[config.mk]
export PLATFORM = sky130hd
export DESIGN_NAME = oled_spi_tx_flat
export DESIGN_NICKNAME = d
export VERILOG_FILES = /design/src/rtl/oled_pkg.sv /design/src/rtl/oled_spi_tx_if.sv /design/src/rtl/oled_spi_tick.sv /design/src/rtl/oled_spi_tx.sv /design/src/flat_wrapper.sv
export SDC_FILE = /design/constraint.sdc
export NUM_CORES = 1
export LEC_CHECK = 0
export CORE_MARGIN = 2
export CORE_UTILIZATION = 54
export CTS_BUF_LIST = sky130_fd_sc_hd__clkbuf_2 sky130_fd_sc_hd__clkbuf_4 sky130_fd_sc_hd__clkbuf_8
export CTS_CLUSTER_SIZE = 28
export DETAILED_ROUTE_END_ITERATION = 6
export PLACE_DENSITY = 0.81
export SYNTH_ARGS = -nofsm -noshare
export SYNTH_HDL_FRONTEND = slang
export SYNTH_SLANG_ARGS = --single-unit
[constraint.sdc]
create_clock -name clk -period 2 [get_ports clk]
set_input_delay 0.5 -clock clk [delete_from_list [all_inputs] [get_ports clk]]
set_output_delay 0.5 -clock clk [all_outputs]
set_load 0.02 [all_outputs]
[src/rtl/oled_pkg.sv]
// Shared types and constants for the OLED SPI path.
// Used by the byte transmitter and its strobe generator.
package oled_pkg;

    typedef enum logic [1:0] {
        IDLE,
        SHIFT,
        HOLD,
        DONE
    } spi_tx_st_t;

    localparam logic OLED_DC_CMD  = 1'b0;
    localparam logic OLED_DC_DATA = 1'b1;

    localparam int unsigned OLED_SPI_CLK_DIV = 4;

endpackage

[src/rtl/oled_spi_tx_if.sv]
// Byte request/complete handshake between the OLED sequencers
// and the SPI transmitter.
interface oled_spi_tx_if;

    logic       spi_send;
    logic [7:0] spi_data;
    logic       dc;
    logic       send_done;
    logic       busy;

    modport master (
        output spi_send, spi_data, dc,
        input  send_done, busy
    );

    modport slave (
        input  spi_send, spi_data, dc,
        output send_done, busy
    );

endinterface

[src/rtl/oled_spi_tick.sv]
// Half-period strobe: one-cycle tick every CLK_DIV cycles,
// restarted by a synchronous clear.
module oled_spi_tick
    import oled_pkg::*;
#(
    parameter int unsigned CLK_DIV = OLED_SPI_CLK_DIV
) (
    input  logic clk,
    input  logic reset,
    input  logic clr,
    output logic tick
);

    localparam int unsigned CW = $clog2(CLK_DIV) + 1;
    localparam logic [CW-1:0] TOP = CW'(CLK_DIV - 1);

    logic [CW-1:0] cnt_q;
    logic [CW-1:0] cnt_d;

    assign tick = (cnt_q == TOP);

    always_comb begin
        cnt_d = cnt_q + CW'(1);
        if (clr || tick) begin
            cnt_d = '0;
        end
    end

    always_ff @(posedge clk or posedge reset) begin
        if (reset) begin
            cnt_q <= '0;
        end else begin
            cnt_q <= cnt_d;
        end
    end

endmodule

[src/rtl/oled_spi_tx.sv]
// SSD1306 4-wire SPI byte transmitter, mode 0, MSB first.
// MOSI is the top bit of the shift register so it stays registered.
module oled_spi_tx
    import oled_pkg::*;
#(
    parameter int unsigned CLK_DIV = OLED_SPI_CLK_DIV
) (
    input  logic          clk,
    input  logic          reset,
    oled_spi_tx_if.slave  bus,
    output logic          oled_sclk,
    output logic          oled_mosi,
    output logic          oled_cs_n,
    output logic          oled_dc
);

    spi_tx_st_t st_q, st_d;
    logic [7:0] sr_q, sr_d;
    logic [2:0] bit_q, bit_d;
    logic       sclk_q, sclk_d;
    logic       cs_n_q, cs_n_d;
    logic       dc_q, dc_d;
    logic       done_q, done_d;
    logic       busy_q, busy_d;
    logic       clr;
    logic       tick;

    oled_spi_tick #(
        .CLK_DIV (CLK_DIV)
    ) u_tick (
        .clk   (clk),
        .reset (reset),
        .clr   (clr),
        .tick  (tick)
    );

    always_comb begin
        st_d   = st_q;
        sr_d   = sr_q;
        bit_d  = bit_q;
        sclk_d = sclk_q;
        cs_n_d = cs_n_q;
        dc_d   = dc_q;
        done_d = 1'b0;
        busy_d = busy_q;
        clr    = 1'b0;
        unique case (st_q)
            IDLE: begin
                if (bus.spi_send) begin
                    st_d   = SHIFT;
                    sr_d   = bus.spi_data;
                    bit_d  = '0;
                    cs_n_d = 1'b0;
                    dc_d   = bus.dc;
                    busy_d = 1'b1;
                    clr    = 1'b1;
                end
            end
            SHIFT: begin
                if (tick) begin
                    if (!sclk_q) begin
                        sclk_d = 1'b1;
                    end else begin
                        sclk_d = 1'b0;
                        // Data changes only on the falling edge
                        if (bit_q == 3'd7) begin
                            st_d = HOLD;
                        end else begin
                            sr_d  = {sr_q[6:0], 1'b0};
                            bit_d = bit_q + 3'd1;
                        end
                    end
                end
            end
            HOLD: begin
                if (tick) begin
                    st_d   = DONE;
                    cs_n_d = 1'b1;
                    done_d = 1'b1;
                end
            end
            DONE: begin
                st_d   = IDLE;
                busy_d = 1'b0;
            end
            default: begin
                st_d = IDLE;
            end
        endcase
    end

    always_ff @(posedge clk or posedge reset) begin
        if (reset) begin
            st_q   <= IDLE;
            sr_q   <= '0;
            bit_q  <= '0;
            sclk_q <= 1'b0;
            cs_n_q <= 1'b1;
            dc_q   <= 1'b0;
            done_q <= 1'b0;
            busy_q <= 1'b0;
        end else begin
            st_q   <= st_d;
            sr_q   <= sr_d;
            bit_q  <= bit_d;
            sclk_q <= sclk_d;
            cs_n_q <= cs_n_d;
            dc_q   <= dc_d;
            done_q <= done_d;
            busy_q <= busy_d;
        end
    end

    assign oled_sclk     = sclk_q;
    assign oled_mosi     = sr_q[7];
    assign oled_cs_n     = cs_n_q;
    assign oled_dc       = dc_q;
    assign bus.send_done = done_q;
    assign bus.busy      = busy_q;

endmodule

[src/flat_wrapper.sv]
// flat-port wrapper written by rule: the top's interface ports become plain ports
module oled_spi_tx_flat import oled_pkg::*;
#(
    parameter int unsigned CLK_DIV = OLED_SPI_CLK_DIV
)
  (clk, reset, oled_sclk, oled_mosi, oled_cs_n, oled_dc, bus_spi_send, bus_spi_data, bus_dc, bus_send_done, bus_busy);
  oled_spi_tx_if bus_i ();
  input  logic clk;
  input  logic reset;
  output logic oled_sclk;
  output logic oled_mosi;
  output logic oled_cs_n;
  output logic oled_dc;
  input wire logic [$bits(bus_i.spi_send)-1:0] bus_spi_send;
  input wire logic [$bits(bus_i.spi_data)-1:0] bus_spi_data;
  input wire logic [$bits(bus_i.dc)-1:0] bus_dc;
  output wire logic [$bits(bus_i.send_done)-1:0] bus_send_done;
  output wire logic [$bits(bus_i.busy)-1:0] bus_busy;
  assign bus_i.spi_send = bus_spi_send;
  assign bus_i.spi_data = bus_spi_data;
  assign bus_i.dc = bus_dc;
  assign bus_send_done = bus_i.send_done;
  assign bus_busy = bus_i.busy;
  oled_spi_tx #(.CLK_DIV(CLK_DIV)) u_core (.clk(clk), .reset(reset), .bus(bus_i), .oled_sclk(oled_sclk), .oled_mosi(oled_mosi), .oled_cs_n(oled_cs_n), .oled_dc(oled_dc));
endmodule
# Word-level counts from Yosys, hierarchy flattened
# Cells that the tools add are included.
# totals
regBits,21
output_inout_bits,6
# op_classes
addsub,2
n_eq_ne,11
n_mux,27
reduce_logical,11
# ops
operator,count
8-bit 2-to-1 mux,4
8-bit case mux with 2 select lines,1
3-bit 2-to-1 mux,5
2-bit 2-to-1 mux,5
5-bit AND reduction,2
1-bit 2-to-1 mux,8
"2-bit inequality test, second input constant",4
2-bit case mux with 4 select lines,1
"3-bit by 1-bit adder with 3-bit output, second input constant",2
3-bit case mux with 2 select lines,1
2-bit AND reduction,3
2-bit nonzero test,3
"2-bit equality test, second input constant",2
"2-bit by 1-bit inequality test with 1-bit output, second input constant",2
1-bit case mux with 2 select lines,2
"3-bit by 2-bit equality test with 1-bit output, second input constant",1
"3-bit equality test, second input constant",1
3-bit AND reduction,1
"2-bit by 1-bit equality test with 1-bit output, second input constant",1
2-bit zero test,1
1-bit logical OR,1

# Logic depth before layout (Yosys ltp)
# logic_depth
word_depth,5
mapped_depth,7
depth_no_buf,6

# Cells and area by module
# Synthesis repeated with hierarchy kept, for this count alone.
# hier_totals
hier_cells,89
area_unflattened_um2,1083.5
# by_module_without_submodules
mod,n_inst,cells_each,area_each_um2,seq_area_each_um2
oled_spi_tx,1,79,953.4,451.7
oled_spi_tick,1,10,130.1,75.1

# Least setup slack after synthesis
# Ideal clock, no wire load.
# synth_timing
kind,reg2reg
startpoint,reg u_core.st_q[0]
endpoint,reg u_core.bit_q[0]
setup_ps,125
t_arrival_ps,1634
required_time_ps,1875
setup_slack_ps,241
path_stages_with_launch,8
path_buffers,1
path_cell_list,dfrtp_1 > inv_1 > ha_1 > nand2b_1 > o221ai_2 > a211oi_2 > buf_6 > mux2_2
# synth_between
elab_chain_len,3
# synth_lines
element,line,rtl
start: declaration,oled_spi_tx.sv:17,"spi_tx_st_t st_q, st_d;"
start signal: assignment,oled_spi_tx.sv:103,st_q <= st_d;
2-bit by 1-bit equality test with 1-bit output or 2-bit zero test (tied branches),oled_spi_tx.sv:47,unique case (st_q)
"2-bit by 1-bit inequality test with 1-bit output (no source line), or another cell as far along",-,
5-bit AND reduction (no source line),-,
end signal: assignment,oled_spi_tx.sv:105,bit_q <= bit_d;
end: declaration,oled_spi_tx.sv:19,"logic [2:0] bit_q, bit_d;"
# Several ways; a longest one is shown, not always the timed one.
# A chain may end at the register's enable or synchronous reset.

# Final worst setup path
# layout_timing
startpoint,reg u_core.sclk_q (netlist: u_core.oled_sclk)
endpoint,out oled_sclk
# layout_lines
element,line,rtl
start: declaration,oled_spi_tx.sv:20,"logic sclk_q, sclk_d;"
start signal: assignment,oled_spi_tx.sv:106,sclk_q <= sclk_d;
end: declaration,flat_wrapper.sv:10,output logic oled_sclk;
# No word-level cell between the ends.

==> run metrics <==
vias in the first global route 723; layout cells sized above 1 0.2832; Worst VDD drop 0.9690 mV; final worst-path cycle share 0.9190; CTS tree done; Final Power 0.002124 W; ys flop type dfrtp_1; buffer count from post-CTS setup fixing 0; first-pass GRT wire length 3.132 mm; max-cap violations 0; TritonCTS Sinks 21; top cells by area, synth dfrtp_1 47%, mux2_2 19%, ha_1 10%, mux2i_1 4.7%, inv_1 3.8%; Root Buffer clkbuf_4; met1 usage 0.2029; CTS H-tree depth 1; most frequent cell after synthesis dfrtp_1; post-DP HPWL 1.426 mm; Synth Register Bits 21; r2r worst-path depth 7; CTS clk-pin slew, worst paths 0.12 ns; pre-CTS setup slack -0.08295 ns; Tmin final 1.838 ns; largest net degree at the start of global routing 14; Setup crit end kind primary output; Switching Fraction 0.3566; final setup vio count 0; Yosys cell types 20; post-synth net total 108; Max FO, Critical Path 3; Layout Nets 135; via count 694; YS warnings 0; Worst-Margin Slew about 0.38 ns; drt total wl 1.903 mm; Post-synth EDFFs 0; io pins 18; CP Depth 1; sw power about 0.00076 W; Worst Path Buf+Inv 1; power share of the sequential group 0.353; GRT Util Overall 0.1777; P_int 0.001367 W; detail-routed via count per cell between 4 and 5; CP arrival 1.34 ns; GRT met3 Usage 0.04630; DRC 0; worst hold margin 0.4445 ns; post-route ant nets 0; WL per Instance 13.59 um; gr ovfl total 0; crit-path leading delay family buffers and inverters; core footprint 1922 um2; critical path class register to primary output; cell row count 16; top cell type's share of synthesized area 0.4662; grt met2 use 0.3241; Max Freq 0.5440 GHz; Critical Path Source Type register; Placed Area 1315 um2; Die X 48.59 um; initial antenna violation count 0; RSZ-0062 raised after global routing false; Pleak approximately 0.64 nW; Pwr Density 1576 nW/um2; area grow syn2layout 25.52%; final setup skew approximately 0.0085 ns; Num CTS Buffers 3; Slew Viols, Final 0; DR pass1 iterations 4; Clock Latency Late Sink 0.30 ns; design area around 1300 um2; outcome complete, no violations; clock tree buffer depth 2; Slowest cell on crit path clkdlybuf4s50_1; post-synthesis async set-or-reset flop share 1.000; clock share of power 0.101; grt peak-use layer met2; synthesized cell area 1074 um2; sequential area share after synthesis 0.4907; cell breakdown of the critical path clkdlybuf4s50_1; Die ar. 2361 um2; top cells by count, synth 20 x dfrtp_1, 18 x mux2_2, 11 x inv_1, 9 x ha_1, 6 x nand2_1; worst min-delay path category input pin to asynchronous set/reset pin; Initial Utilization 0.5586; Syn Area/Cell 12.34 um2; crit path setup slack, layout 0.1619 ns; Port Buffers 17; CTS Hold Buffers Added 0; Post-Synthesis Cells 87; GP Congestion 0.7511; Worst path max stage delay 0.62 ns; worst rel slew slack 0.7491; Antenna Cells 0; Combinational Power Share 0.546; final hold viol count 0; Resized cells post-CTS 0; Die Y between 40 and 50 um; WP data required 1.50 ns; area leader, netlist dfrtp_1; DRT iter0 DRCs 3
-- cell type report --
class	instances	area, um2
multi-input cells	53	490.5
fillers	156	574.3
flip-flops and latches	21	526.8
well taps	27	33.78
clock buffers	4	30.03
repair buffers	24	225.2
inverters	11	41.29
-- flip-flops by register name, summed over array words and instances (netlist names) --
name / count
u_core.bit_q: 3
u_core.bus.busy: 1
u_core.bus.send_done: 1
u_core.oled_cs_n: 1
u_core.oled_dc: 1
u_core.oled_sclk: 1
u_core.sr_q: 8
u_core.st_q: 2
u_core.u_tick.cnt_q: 3
-- kinds of logic (layout without fill, tap and decap cells) --
logic type                 count (synthesis)  count (layout)  synth area share
AOI/OAI and AO/OA                          5               5           0.04661
buffers and inverters                     13              39           0.05244
DFF                                       21              21            0.4907
muxes                                     23              23            0.2354
and+or+nand+nor                           15              15           0.06179
xor gates and xnor gates                   1               1          0.008160
adders and majority gates                  9               9            0.1049
-- cell usage in the layout, fill, tap and decap left out, types with 4 or more instances in the layout --
master,n
buf_4,7
clkbuf_4,4
clkdlybuf4s50_1,16
dfrtp_1,20
ha_1,9
inv_1,11
mux2_2,18
mux2i_1,5
nand2_1,6
nor2_1,5
-- stage by stage --
stage	instances	setup TNS, ns	util
2_1_floorplan	87	0	-
3_3_place_gp	136	-0.6333	0.6842
3_5_place_dp	136	-0.6829	0.6842
4_1_cts	140	0	0.6999
5_1_grt	140	0	0.7012
6_report	140	0	0.7012
-- worst paths after layout --
kind | endpoint | slack [ns] | startpoint
hold reg to reg | u_core.u_tick.cnt_q[0] | 0.47 | u_core.u_tick.cnt_q[0]
max in group asynchronous | u_core.st_q[0] | 1.06 | reset
min in group clk | u_core.u_tick.cnt_q[0] | 0.47 | u_core.u_tick.cnt_q[0]
hold / removal | u_core.oled_dc | 0.44 | reset
setup reg to reg | u_core.sr_q[2] | 0.18 | u_core.st_q[1]
setup / recovery | oled_sclk | 0.16 | u_core.oled_sclk
-- power groups by stage --
stage                     sequential [W]  combinational [W]  clock (W)
final                           0.000750            0.00116   0.000214
after global routing            0.000774            0.00128   0.000239
after CTS                       0.000752            0.00117   0.000222
after detailed placement        0.000763            0.00116          0
after global placement          0.000743            0.00111          0
after floorplan                 0.000791           0.000768          0
-- per-layer routing --
layer	share of wire	vias up
met5	0	-
met4	0.0068	0
met3	0.033	2
met2	0.53	13
met1	0.43	338
li1	-	341
Power figures use the tool's default switching activity.
==> patch (same settings) <==
Set the package constant `OLED_SPI_CLK_DIV` to 8 (it was 4).
--- a/src/rtl/oled_pkg.sv
+++ b/src/rtl/oled_pkg.sv
@@ -13,5 +13,5 @@
     localparam logic OLED_DC_DATA = 1'b1;
 
-    localparam int unsigned OLED_SPI_CLK_DIV = 4;
+    localparam int unsigned OLED_SPI_CLK_DIV = 8;
 
 endpackage
Behaviour: not the same (a bounded check fails within 10 cycles, from zero or initial values and one cycle with reset high).
==> patch against the unedited design <==
Synthesized area up 11%. Cell area rose by 9.6%. Critical endpoint is now u_core.sr_q[1]. Fmax down 2.8%. Routed wire length up 21%. Highest routed layer unchanged. Register-to-register slack got worse by 0.07 ns. Count of clock-buffer cells in the layout is 1 lower. Critical path type is now register to register. Sequential cell count rose by 1. Power increased by 17%. Largest cell class is now multi-input combinational cells. Worst setup slack got worse by 0.053 ns.
==> patch: results (changes against the unedited design) <==
outcome:
  status: "finished, final reports clean"
detailed_routing:
  first_iter_violations: 11  # +8
  met1_length_mm: 1.05  # +29%
  num_vias: 897  # +29%
cells_and_area:
  fin_nets: 154  # +14%
  num-fill-cells: 158  # +1.3%
  largest_registers: "u_core.sr_q x8, u_core.u_tick.cnt_q x4, u_core.bit_q x3"
  drive_above_1_share_pct: 17.3  # -11 points
timing:
  fin_skew_ns: 0.0127  # +0.00414 ns
  period_needed_ns: 1.89  # +0.0529 ns
  tightest_slew_ns: 0.407  # +0.0303 ns
yosys:
  synth_compound_area_share_pct: 23.9  # +19 points
  synthXorXnorAreaFrac_pct: 1.47  # +0.65 points
  syn_area_per_cell_um2: 10.9  # -12%
  synth_fa_ha_area_share_pct: 8.38  # -2.1 points
  yosysUniqueCellTypes: 38  # +90%
  syn_nets: 130  # +20%
worst_setup_path:
  crit_end: "u_core.sr_q[1]"
  worstPathMaxFanout: 5  # +2
grt:
  grtUsageMet2_pct: 34.8  # +2.4 points
  first_global_vias: 936  # +29%
  use_met3_pct: 3.51  # -1.1 points
placed_design:
  detailed_place_hpwl_mm: 1.73  # +22%
  gp_congestion: 0.735  # -2.2%
pwr:
  swShare_pct: 40.9  # +5.3 points
  ir_worst_vdd_mv: 1.04  # +7.4%
==> patch: cell types whose count changed after synthesis, sizes merged, moves of 2 or more <==
cell / unedited run / this run
o22ai: 0 / 6
o21ai: 1 / 3
nor2: 5 / 12
mux2i: 5 / 1
a31oi: 0 / 2
nor3: 0 / 2
a21oi: 0 / 8
a221oi: 1 / 5
mux2: 18 / 1
a22o: 0 / 2
==> patch: logic make-up after synthesis <==
group	Yosys count
AOI/OAI and AO/OA	34
xor gates and xnor gates	2
adders and majority gates	8
buffers and inverters	12
DFF	22
muxes	2
and+or+nand+nor	30
==> patch: power by group through the flow <==
stage	combinational (mW)	clock [mW]	sequential (mW)
after detailed placement	1.33	0	0.806
after global placement	1.29	0	0.797
final	1.33	0.341	0.801
after floorplan	0.959	0	0.826
after global routing	1.47	0.369	0.825
after CTS	1.34	0.352	0.799
==> patch: final cells by class <==
| cell class | instances | area, um2 | share of cell area (%) |
|---|---|---|---|
| Clock buffer | 3 | 22.5 | 1.53 |
| Timing Repair Buffer | 21 | 203 | 13.7 |
| Multi-Input combinational cell | 76 | 597 | 40.4 |
| Clock inverter | 1 | 30.0 | 2.03 |
| Sequential cell | 22 | 552 | 37.4 |
| Inverter | 10 | 37.5 | 2.54 |
| Tap cell | 28 | 35.0 | 2.37 |
==> patch: metrics by stage <==
stage | hold WS, ns | util [%] | cell area [um2]
2_1_floorplan | 0.429 | - | 1190
3_3_place_gp | 0.450 | 66.2 | 1420
3_5_place_dp | 0.464 | 66.2 | 1420
4_1_cts | 0.465 | 68.6 | 1470
5_1_grt | 0.487 | 68.7 | 1480
6_report | 0.453 | 68.7 | 1480
